`src/rtl/dm_port_arbiter_if.sv`:
```
// Bus bundle between the CPU MEM stage, the device/DMA port, the data memory
// and the arbiter. The arbiter takes the slave view; the surrounding system
// (requesters plus memory) takes the master view.
interface dm_port_arbiter_if;
    logic        cpu_req;
    logic        cpu_we;
    logic [31:0] cpu_addr;
    logic [31:0] cpu_wdata;
    logic [2:0]  cpu_type;
    logic        cpu_stall;
    logic        cpu_done;
    logic        cpu_err;
    logic [31:0] cpu_rdata;

    logic        dev_req;
    logic        dev_we;
    logic [31:0] dev_addr;
    logic [31:0] dev_wdata;
    logic        dev_ack;
    logic [31:0] dev_rdata;

    logic [31:0] mem_addr;
    logic [31:0] mem_wdata;
    logic [3:0]  mem_be;
    logic        mem_we;
    logic [31:0] mem_rdata;

    modport master (
        output cpu_req, cpu_we, cpu_addr, cpu_wdata, cpu_type,
        input  cpu_stall, cpu_done, cpu_err, cpu_rdata,
        output dev_req, dev_we, dev_addr, dev_wdata,
        input  dev_ack, dev_rdata,
        input  mem_addr, mem_wdata, mem_be, mem_we,
        output mem_rdata
    );

    modport slave (
        input  cpu_req, cpu_we, cpu_addr, cpu_wdata, cpu_type,
        output cpu_stall, cpu_done, cpu_err, cpu_rdata,
        input  dev_req, dev_we, dev_addr, dev_wdata,
        output dev_ack, dev_rdata,
        output mem_addr, mem_wdata, mem_be, mem_we,
        input  mem_rdata
    );
endinterface

```
`src/rtl/dm_port_arbiter.sv`:
```
// Two-port access controller for the single-port data memory. Arbitrates the
// CPU MEM stage against a word-only device port (round robin on ties), latches
// the granted request, expands CPU sub-word stores into byte lanes and
// replicated data, and reports misaligned/illegal CPU accesses as errors.
module dm_port_arbiter #(
    parameter int unsigned ADDR_LSB_W = 12
) (
    input logic              clk,
    input logic              reset,
    dm_port_arbiter_if.slave bus
);

    // Keeps the word index bits forwarded to the memory; byte offset and
    // anything above the memory range are forced to zero.
    localparam logic [31:0] ADDR_MASK =
        32'((64'd1 << (ADDR_LSB_W + 2)) - 64'd1) & 32'hFFFF_FFFC;

    typedef enum logic [1:0] {
        IDLE,
        BUSY,
        RESP
    } state_t;

    state_t      state;
    logic        own;          // 0 = CPU owns the access, 1 = device
    logic        last;         // port granted most recently
    logic        lat_we;
    logic        lat_err;
    logic [31:0] addr_q;
    logic [31:0] wdata_q;
    logic [3:0]  be_q;
    logic        cpu_done_q;
    logic        cpu_err_q;
    logic        dev_ack_q;
    logic [31:0] cpu_rdata_q;
    logic [31:0] dev_rdata_q;

    logic [1:0]  cpu_off;
    logic        cpu_bad;
    logic [3:0]  cpu_lanes;
    logic [31:0] cpu_repl;

    logic        grant_ok;
    logic        grant_dev;
    logic [31:0] nxt_addr;
    logic [31:0] nxt_wdata;
    logic [3:0]  nxt_be;
    logic        nxt_we;
    logic        nxt_err;

    // Decode the CPU request into lane enables, replicated data and error flag.
    always_comb begin
        cpu_off   = bus.cpu_addr[1:0];
        cpu_bad   = 1'b0;
        cpu_lanes = '0;
        cpu_repl  = bus.cpu_wdata;
        if (bus.cpu_we) begin
            case (bus.cpu_type)
                3'b000: begin
                    cpu_lanes = 4'b0001 << cpu_off;
                    cpu_repl  = {4{bus.cpu_wdata[7:0]}};
                end
                3'b001: begin
                    cpu_bad   = cpu_off[0];
                    cpu_lanes = cpu_off[1] ? 4'b1100 : 4'b0011;
                    cpu_repl  = {2{bus.cpu_wdata[15:0]}};
                end
                3'b011: begin
                    cpu_bad   = (cpu_off != 2'b00);
                    cpu_lanes = 4'b1111;
                end
                default: cpu_bad = 1'b1;
            endcase
        end else begin
            cpu_bad = (cpu_off != 2'b00);
        end
        if (cpu_bad) begin
            cpu_lanes = '0;
        end
    end

    // Choose the next owner: round robin on ties in IDLE, only the other port in RESP.
    always_comb begin
        grant_ok  = 1'b0;
        grant_dev = 1'b0;
        case (state)
            IDLE: begin
                grant_ok  = bus.cpu_req | bus.dev_req;
                grant_dev = (bus.cpu_req & bus.dev_req) ? ~last : bus.dev_req;
            end
            RESP: begin
                grant_dev = ~own;
                grant_ok  = own ? bus.cpu_req : bus.dev_req;
            end
            default: ;
        endcase
    end

    // Payload of the winning port as it will be latched at the grant edge.
    always_comb begin
        nxt_addr  = grant_dev ? (bus.dev_addr & ADDR_MASK) : (bus.cpu_addr & ADDR_MASK);
        nxt_wdata = grant_dev ? bus.dev_wdata : cpu_repl;
        nxt_be    = grant_dev ? {4{bus.dev_we}} : cpu_lanes;
        nxt_we    = grant_dev ? bus.dev_we : bus.cpu_we;
        nxt_err   = ~grant_dev & cpu_bad;
    end

    // Access sequencer: grant/latch, one memory cycle, then the completion pulse.
    always_ff @(posedge clk) begin
        if (reset) begin
            state       <= IDLE;
            own         <= 1'b0;
            last        <= 1'b1;
            lat_we      <= 1'b0;
            lat_err     <= 1'b0;
            addr_q      <= '0;
            wdata_q     <= '0;
            be_q        <= '0;
            cpu_done_q  <= 1'b0;
            cpu_err_q   <= 1'b0;
            dev_ack_q   <= 1'b0;
            cpu_rdata_q <= '0;
            dev_rdata_q <= '0;
        end else begin
            cpu_done_q <= 1'b0;
            cpu_err_q  <= 1'b0;
            dev_ack_q  <= 1'b0;
            case (state)
                IDLE, RESP: begin
                    if (grant_ok) begin
                        own     <= grant_dev;
                        last    <= grant_dev;
                        lat_we  <= nxt_we;
                        lat_err <= nxt_err;
                        addr_q  <= nxt_addr;
                        wdata_q <= nxt_wdata;
                        be_q    <= nxt_be;
                        state   <= BUSY;
                    end else begin
                        state <= IDLE;
                    end
                end
                BUSY: begin
                    if (own) begin
                        dev_rdata_q <= bus.mem_rdata;
                        dev_ack_q   <= 1'b1;
                    end else begin
                        cpu_rdata_q <= lat_err ? '0 : bus.mem_rdata;
                        cpu_done_q  <= 1'b1;
                        cpu_err_q   <= lat_err;
                    end
                    state <= RESP;
                end
                default: state <= IDLE;
            endcase
        end
    end

    assign bus.cpu_stall = bus.cpu_req & ~cpu_done_q;
    assign bus.cpu_done  = cpu_done_q;
    assign bus.cpu_err   = cpu_err_q;
    assign bus.cpu_rdata = cpu_rdata_q;
    assign bus.dev_ack   = dev_ack_q;
    assign bus.dev_rdata = dev_rdata_q;
    assign bus.mem_addr  = addr_q;
    assign bus.mem_wdata = wdata_q;
    assign bus.mem_be    = be_q;
    assign bus.mem_we    = (state == BUSY) & lat_we & ~lat_err & ~reset;

endmodule

```
`src/flat_wrapper.sv`:
```
// flat-port wrapper written by rule: the top's interface ports become plain ports
module dm_port_arbiter_flat 
#(
    parameter int unsigned ADDR_LSB_W = 12
)
  (clk, reset, bus_cpu_req, bus_cpu_we, bus_cpu_addr, bus_cpu_wdata, bus_cpu_type, bus_cpu_stall, bus_cpu_done, bus_cpu_err, bus_cpu_rdata, bus_dev_req, bus_dev_we, bus_dev_addr, bus_dev_wdata, bus_dev_ack, bus_dev_rdata, bus_mem_addr, bus_mem_wdata, bus_mem_be, bus_mem_we, bus_mem_rdata);
  dm_port_arbiter_if bus_i ();
  input logic clk;
  input logic reset;
  input wire logic [$bits(bus_i.cpu_req)-1:0] bus_cpu_req;
  input wire logic [$bits(bus_i.cpu_we)-1:0] bus_cpu_we;
  input wire logic [$bits(bus_i.cpu_addr)-1:0] bus_cpu_addr;
  input wire logic [$bits(bus_i.cpu_wdata)-1:0] bus_cpu_wdata;
  input wire logic [$bits(bus_i.cpu_type)-1:0] bus_cpu_type;
  output wire logic [$bits(bus_i.cpu_stall)-1:0] bus_cpu_stall;
  output wire logic [$bits(bus_i.cpu_done)-1:0] bus_cpu_done;
  output wire logic [$bits(bus_i.cpu_err)-1:0] bus_cpu_err;
  output wire logic [$bits(bus_i.cpu_rdata)-1:0] bus_cpu_rdata;
  input wire logic [$bits(bus_i.dev_req)-1:0] bus_dev_req;
  input wire logic [$bits(bus_i.dev_we)-1:0] bus_dev_we;
  input wire logic [$bits(bus_i.dev_addr)-1:0] bus_dev_addr;
  input wire logic [$bits(bus_i.dev_wdata)-1:0] bus_dev_wdata;
  output wire logic [$bits(bus_i.dev_ack)-1:0] bus_dev_ack;
  output wire logic [$bits(bus_i.dev_rdata)-1:0] bus_dev_rdata;
  output wire logic [$bits(bus_i.mem_addr)-1:0] bus_mem_addr;
  output wire logic [$bits(bus_i.mem_wdata)-1:0] bus_mem_wdata;
  output wire logic [$bits(bus_i.mem_be)-1:0] bus_mem_be;
  output wire logic [$bits(bus_i.mem_we)-1:0] bus_mem_we;
  input wire logic [$bits(bus_i.mem_rdata)-1:0] bus_mem_rdata;
  assign bus_i.cpu_req = bus_cpu_req;
  assign bus_i.cpu_we = bus_cpu_we;
  assign bus_i.cpu_addr = bus_cpu_addr;
  assign bus_i.cpu_wdata = bus_cpu_wdata;
  assign bus_i.cpu_type = bus_cpu_type;
  assign bus_cpu_stall = bus_i.cpu_stall;
  assign bus_cpu_done = bus_i.cpu_done;
  assign bus_cpu_err = bus_i.cpu_err;
  assign bus_cpu_rdata = bus_i.cpu_rdata;
  assign bus_i.dev_req = bus_dev_req;
  assign bus_i.dev_we = bus_dev_we;
  assign bus_i.dev_addr = bus_dev_addr;
  assign bus_i.dev_wdata = bus_dev_wdata;
  assign bus_dev_ack = bus_i.dev_ack;
  assign bus_dev_rdata = bus_i.dev_rdata;
  assign bus_mem_addr = bus_i.mem_addr;
  assign bus_mem_wdata = bus_i.mem_wdata;
  assign bus_mem_be = bus_i.mem_be;
  assign bus_mem_we = bus_i.mem_we;
  assign bus_i.mem_rdata = bus_mem_rdata;
  dm_port_arbiter #(.ADDR_LSB_W(ADDR_LSB_W)) u_core (.clk(clk), .reset(reset), .bus(bus_i));
endmodule
```
`config.mk`:
```
export PLATFORM = sky130hd
export DESIGN_NAME = dm_port_arbiter_flat
export DESIGN_NICKNAME = d
export VERILOG_FILES = /design/src/rtl/dm_port_arbiter_if.sv /design/src/rtl/dm_port_arbiter.sv /design/src/flat_wrapper.sv
export SDC_FILE = /design/constraint.sdc
export NUM_CORES = 1
export LEC_CHECK = 0
export ABC_AREA = 1
export CAP_MARGIN = 20
export CORE_MARGIN = 4
export CORE_UTILIZATION = 39
export DETAILED_ROUTE_END_ITERATION = 10
export PLACE_DENSITY = 0.79
export SYNTH_ARGS = -nofsm -noshare
export SYNTH_HDL_FRONTEND = slang
export SYNTH_SLANG_ARGS = --single-unit
```
`constraint.sdc`:
```
create_clock -name clk -period 1.8 [get_ports clk]
set_input_delay 0.27 -clock clk [delete_from_list [all_inputs] [get_ports clk]]
set_output_delay 0.27 -clock clk [all_outputs]
set_load 0.02 [all_outputs]
```
==> results of run 1 <==
## cells by family (layout without fill, tap and decap cells)
family | count (synthesis) | count (layout) | share of synthesized area
flops | 121 | 121 | 0.435
other cells | 1 | 20 | 0.000673
compound gates | 111 | 111 | 0.102
buf+inv | 95 | 335 | 0.0944
simple gates | 481 | 481 | 0.368
## registers in the layout, indices dropped and copies added, names as in the netlist
name	count
u_core.lat_err	1
u_core.bus.dev_rdata	32
u_core.bus.mem_wdata	32
u_core.bus.cpu_err	1
u_core.bus.mem_addr	12
u_core.last	1
u_core.own	1
u_core.bus.cpu_rdata	32
u_core.bus.cpu_done	1
u_core.bus.mem_be	4
u_core.bus.dev_ack	1
u_core.lat_we	1
u_core.state	2
## cell usage in the layout (no fill, tap or decap), types with 2 or more instances in the layout
cell / instances
nand2_1: 293
clkdlybuf4s50_1: 244
nand3_1: 129
dfxtp_1: 121
a21oi_1: 82
nor2_1: 44
buf_4: 23
inv_1: 20
conb_1: 20
o21ai_1: 17
clkbuf_16: 17
o21ai_0: 11
buf_12: 8
clkinvlp_4: 4
nor2_2: 3
inv_2: 3
nand2_4: 3
nand2_2: 3
clkinv_2: 3
inv_6: 3
nor2_4: 2
bufinv_16: 2
clkinv_4: 2
clkbuf_8: 2
buf_2: 2
## power by group through the flow
stage          clock network, W  logic (W)  registers, W
2_1_floorplan                 0   0.000886       0.00332
3_3_place_gp                  0    0.00210       0.00307
4_1_cts                 0.00347    0.00213       0.00302
5_1_grt                 0.00358    0.00230       0.00305
6_report                0.00341    0.00213       0.00302
3_5_place_dp                  0    0.00212       0.00308
## stage by stage
step | instance area (um2) | std cells | power [W]
finish | 8830 | 1248 | 0.00856
global route | 8830 | 1248 | 0.00893
CTS | 8830 | 1248 | 0.00862
detailed placement | 8240 | 1216 | 0.00519
global placement | 8240 | 1216 | 0.00517
floorplan | 5640 | 828 | 0.00420
## metal layers
layer  global-route usage  wire length (um)
met5                    0                 0
met2                0.381              9150
met3               0.0602              1570
met1                0.277              7770
met4                0.119               880
## area by class of cell
cell class / count / area share
timing repair buffer: 278 / 0.316
multi-input combinational: 612 / 0.305
sequential: 121 / 0.274
clock buffer: 19 / 0.0513
tap: 180 / 0.0255
clock inverter: 13 / 0.0163
inverter: 25 / 0.0111
## worst max-delay path by stage
stage                                   endpoint
after floorplan           u_core.bus.mem_addr[2]
after global placement    u_core.bus.mem_addr[9]
after detailed placement  u_core.bus.mem_addr[5]
after CTS                             bus_mem_we
after global routing                  bus_mem_we
final                          bus_cpu_rdata[22]
## what timing repair did
item / 4_1_cts / 5_1_grt
setup endpoints to repair: 2 / 1
buffers inserted: 0 / 0
pin swaps: 0 / 0
gates resized for setup: 4 / 1
==> results.txt, run 1 <==
Required @ worst endpoint = 1.53 ns
Main synth FF type = dfxtp_1
Cells on Worst Hold Path = 2
die area = 16300 um2
final worst clock skew = 0.00485 ns
critical path, cell by cell = clkdlybuf4s50_1
Startpoint Class = flip-flop
Slew Limit Fails = 0
n_diodes = 0
DRT Wirelength = 19400 um
Slew headroom = 0.524
Nets = 1224
Reg2Reg Capture Point = u_core.bus.mem_wdata[1]
synthesized area per cell = 6.88 um2
Post-Syn Instances = 809
global placer's final weighted congestion = 0.865
Hold Buf Count CTS = 0
register area share after synthesis = 0.435
total core area = 13900 um2
Antenna Nets Post-Route = 0
fill cell count = 1227
Final min period = 1.70 ns
Finished Core Util = 0.634
hold crit path type = in -> reg
drc violations = 0
Post-synth EDFFs = 0
combinational share of power = 0.248
Crit path largest cell delay = 0.67 ns
vias per std cell = 4.97
PortBufs = 247
crit path launch = u_core.bus.cpu_rdata[22]
final setup TNS = 0 ns
HP Start = reset
synthesized area = 5570 um2
Synth top area share = 0.435
wire length per cell = 15.5 um
worst-path maximum fanout = 2
Max clock buf depth = 2
die span in y = 127 um
status = finished clean
Buf/Inv on CP = 1
FF-to-FF Start = u_core.own
clk root buf = clkbuf_16
FFs w/ async S/R, synth = 0
clk slew on worst S/H paths = 0.06 ns
Crit. End Element = primary output
dpl hpwl = 13900 um
flop2flop setup slack = 0.33 ns
Max IR drop VDD = 0.000673 V
crit share post-route = 0.943
hold path endpoint = u_core.state[1]
num ports = 306
CTS tree = yes
Leakage Power = 3.71 nW
Synthesis Warnings = 0
via count of the first global-routing pass = 5919
final setup fails = 0
R2R depth = 9
power share of the clock group = 0.399
H-tree levels = 4
later-pin clock latency in the skew report = 0.42 ns
area of the multi-input gates = 2690 um2
Internal Power = 0.00598 W
RSZ-0062 raised after global routing = no
clock buffer count from CTS = 17
die width = 127 um
final setup margin = 0.103 ns
area grow syn2layout = 58.5%
# Max-Cap Violations = 0
routed vias = 6208
Yosys top cell by area = dfxtp_1
switch share = 0.302
largest net degree at the start of global routing = 65
Tightest Pin Transition = 0.714 ns
total grt overflow = 0
slowest stage cell on the critical path = clkdlybuf4s50_1
synth cell count leaders = 293 x nand2_1, 129 x nand3_1, 121 x dfxtp_1
Sequential Power Share = 0.353
Reg area = 2420 um2
WP depth = 1
router iterations before antenna repair = 5
count leader, synth = nand2_1
site row count = 43
total track usage = 0.231
fraction of layout cells with a size suffix above 1 = 0.0796
crit-path leading delay family = buffers and inverters
CTS Sinks = 121
DRT iter0 DRCs = 629
starting density of the core = 0.400
P per Cell Area = 970 nW/um2
critical path arrival = 1.43 ns
#FFs+latches synth = 121
fmax = 589 MHz
Sw Pwr = 0.00259 W
first-pass GRT wire length = 30000 um
initial antenna violation count = 0
kind of critical path = reg -> out
worst hold margin = 0.0653 ns
setup slack at placement = -0.0785 ns
Area contributors post-synth = dfxtp_1 43%, nand2_1 20%, nand3_1 12%, a21oi_1 7.4%, buf_4 3.6%
final hold violations = 0
Synth cell types = 26
Note: power is estimated with default switching activity, not from simulation.
==> inputs of run 2 (changes only) <==
--- a/config.mk
+++ b/config.mk
@@ -8,9 +8,9 @@
 export ABC_AREA = 1
 export CAP_MARGIN = 20
 export CORE_MARGIN = 4
-export CORE_UTILIZATION = 39
+export CORE_UTILIZATION = 35
 export DETAILED_ROUTE_END_ITERATION = 10
-export PLACE_DENSITY = 0.79
+export PLACE_DENSITY = 0.75
 export SYNTH_ARGS = -nofsm -noshare
 export SYNTH_HDL_FRONTEND = slang
 export SYNTH_SLANG_ARGS = --single-unit
==> constraint.sdc (replaced) <==
create_clock -name clk -period 1.4 [get_ports clk]
set_input_delay 0.21 -clock clk [delete_from_list [all_inputs] [get_ports clk]]
set_output_delay 0.21 -clock clk [all_outputs]
set_load 0.02 [all_outputs]
==> run 2 against run 1 <==
  * The flow now finishes with violations (negative setup slack)
  * Core utilization down 4.9 points
  * Die area is 11% higher
  * Sequential power is 28% higher
  * Worst setup slack got worse by 0.18 ns
  * Clock skew increased by 0.0040 ns
  * Largest cell class unchanged
  * First-iteration DRC count down 41%
  * Critical endpoint is now bus_mem_we
==> results.txt, run 2 (synthesized netlist as in run 1, its figures left out) <==
critical path arrival = 1.27 ns (-0.16 ns)
slowest stage cell on the critical path = dfxtp_2
RSZ-0062 raised after global routing = yes
Antenna Nets Post-Route = 0 (unchanged)
n_diodes = 0 (unchanged)
first-pass GRT wire length = 30600 um (+1.8%)
PortBufs = 247 (unchanged)
final setup margin = -0.0751 ns (-0.178 ns)
router iterations before antenna repair = 6 (+1)
final hold violations = 0 (unchanged)
Nets = 1247 (+1.9%)
via count of the first global-routing pass = 5753 (-2.8%)
final worst clock skew = 0.00880 ns (+0.00395 ns)
Final min period = 1.48 ns
CTS tree = yes
finished layout cell area = 8990 um2 (+1.9%)
most frequent cells in the layout = 291 x nand2_1, 129 x nand3_1, 129 x clkdlybuf4s50_1
Startpoint Class = flip-flop
wire length per cell = 15.3 um (-1.5%)
Hold Buf Count CTS = 0 (unchanged)
largest net degree at the start of global routing = 34 (-48%)
num ports = 306 (unchanged)
hold crit path type = in -> reg
fmax = 678 MHz
site row count = 45 (+4.7%)
Slew Limit Fails = 0 (unchanged)
H-tree levels = 4 (unchanged)
routed vias = 6244 (+0.58%)
starting density of the core = 0.362 (-0.0373)
final setup fails = 8 (+8)
DRT iter0 DRCs = 372 (-41%)
die span in y = 134 um (+5.2%)
placed cell areas = 8460 um2 (+2.7%)
die width = 134 um (+5.2%)
vias per std cell = 4.80 (-3.6%)
dpl hpwl = 14600 um (+5.4%)
initial antenna violation count = 0 (unchanged)
setup slack at placement = -0.392 ns (-0.314 ns)
total core area = 15400 um2 (+10%)
status = finished, violations left
failing checks = negative setup slack
Leakage Power = 4.35 nW (+17%)
global placer's final weighted congestion = 0.895 (+3.6%)
kind of critical path = reg -> out
most common cell after layout, fill and taps aside = nand2_1
area grow syn2layout = 61.5%
clk root buf = clkbuf_16
DRT Wirelength = 19900 um (+2.8%)
CTS Sinks = 121 (unchanged)
fraction of layout cells with a size suffix above 1 = 0.105 (+0.0258)
later-pin clock latency in the skew report = 0.42 ns (about the same)
fill cell count = 1500 (+22%)
worst hold margin = 0.0232 ns (-0.0421 ns)
Crit. End Element = primary output
Max IR drop VDD = 0.000888 V (+32%)
crit share post-route = 1.05
clk slew on worst S/H paths = 0.05 ns (about the same)
clock buffer count from CTS = 17 (unchanged)
critical path, cell by cell = inv_2, nand2_4, nor2_4, nand2_2, nor2_1, buf_4
worst-path maximum fanout = 2 (unchanged)
total grt overflow = 0 (unchanged)
P per Cell Area = 1250 nW/um2 (+29%)
Required @ worst endpoint = 1.19 ns (-0.34 ns)
Max clock buf depth = 2 (unchanged)
# Max-Cap Violations = 0 (unchanged)
die area = 18000 um2 (+11%)
total track usage = 0.213 (-0.0184)
Crit path largest cell delay = 0.32 ns (-0.35 ns)
drc violations = 0 (unchanged)
## run 2: cell types whose count changed in the layout (fill, tap and decap cells not counted), sizes merged
| cell | before | now |
|---|---|---|
| clkinvlp | 4 | 1 |
| clkinv | 5 | 6 |
| clkdlybuf4s50 | 244 | 129 |
| buf | 33 | 57 |
| clkbuf | 19 | 21 |
| dlygate4sd2 | 1 | 115 |
| bufinv | 2 | 4 |
| inv | 27 | 25 |
## run 2: stage by stage
| stage | std cells | setup TNS, ns | util | total power [W] |
|---|---|---|---|---|
| 3_5_place_dp | 1267 | -14.95 | 0.551 | 0.00681 |
| 4_1_cts | 1301 | -0.207 | 0.584 | 0.0113 |
| 3_3_place_gp | 1267 | -13.51 | 0.551 | 0.00679 |
| 2_1_floorplan | 828 | 0 | - | 0.00540 |
| 6_report | 1302 | -0.188 | 0.585 | 0.0113 |
| 5_1_grt | 1302 | -4.10 | 0.585 | 0.0118 |
## run 2: path summary, 6_finish.rpt
kind | startpoint | to | slack (ns) | cells past startpoint
max reg2reg | u_core.state[0] | u_core.lat_we | -0.04 | 9
min reg2reg | u_core.bus.mem_wdata[12] | u_core.bus.mem_wdata[12] | 0.45 | 2
max | u_core.state[1] | bus_mem_we | -0.08 | 6
min | reset | u_core.state[1] | 0.02 | 2
## run 2: critical path: cells and delay by family (launching register included)
family | cells | cell delay (ns)
and+or+nand+nor | 4 | 0.27
DFF | 1 | 0.32
buffers and inverters | 2 | 0.23
## run 2: area by class of cell
cell class / instances / area (um2) / area share
Multi-Input combinational cell: 612 / 2710 / 0.302
Tap cell: 211 / 264 / 0.0294
Inverter: 25 / 97.6 / 0.0109
Clock inverter: 11 / 169 / 0.0188
Sequential cell: 121 / 2430 / 0.270
Clock buffer: 21 / 460 / 0.0512
Timing Repair Buffer: 301 / 2860 / 0.318
## run 2: repair_timing
| item | CTS | global route |
|---|---|---|
| pin swaps | 2 | 2 |
| endpoints found under the setup margin | 146 | 52 |
| resized for setup | 126 | 4 |
| buffers inserted | 2 | 1 |
## run 2: report_power, final
group / total [W] / internal (W) / switching (W)
Clock: 0.00469 / 0.00307 / 0.00162
Sequential: 0.00388 / 0.00373 / 0.000143
Combinational: 0.00270 / 0.00116 / 0.00154
Total: 0.0113 / 0.00797 / 0.00331
## run 2: routing by layer
| layer | vias up | part of all wire | GRT usage |
|---|---|---|---|
| li1 | 3128 | - | - |
| met1 | 2869 | 0.41 | 0.263 |
| met2 | 214 | 0.49 | 0.358 |
| met3 | 33 | 0.068 | 0.0548 |
| met4 | 0 | 0.026 | 0.0803 |
| met5 | - | 0 | 0 |
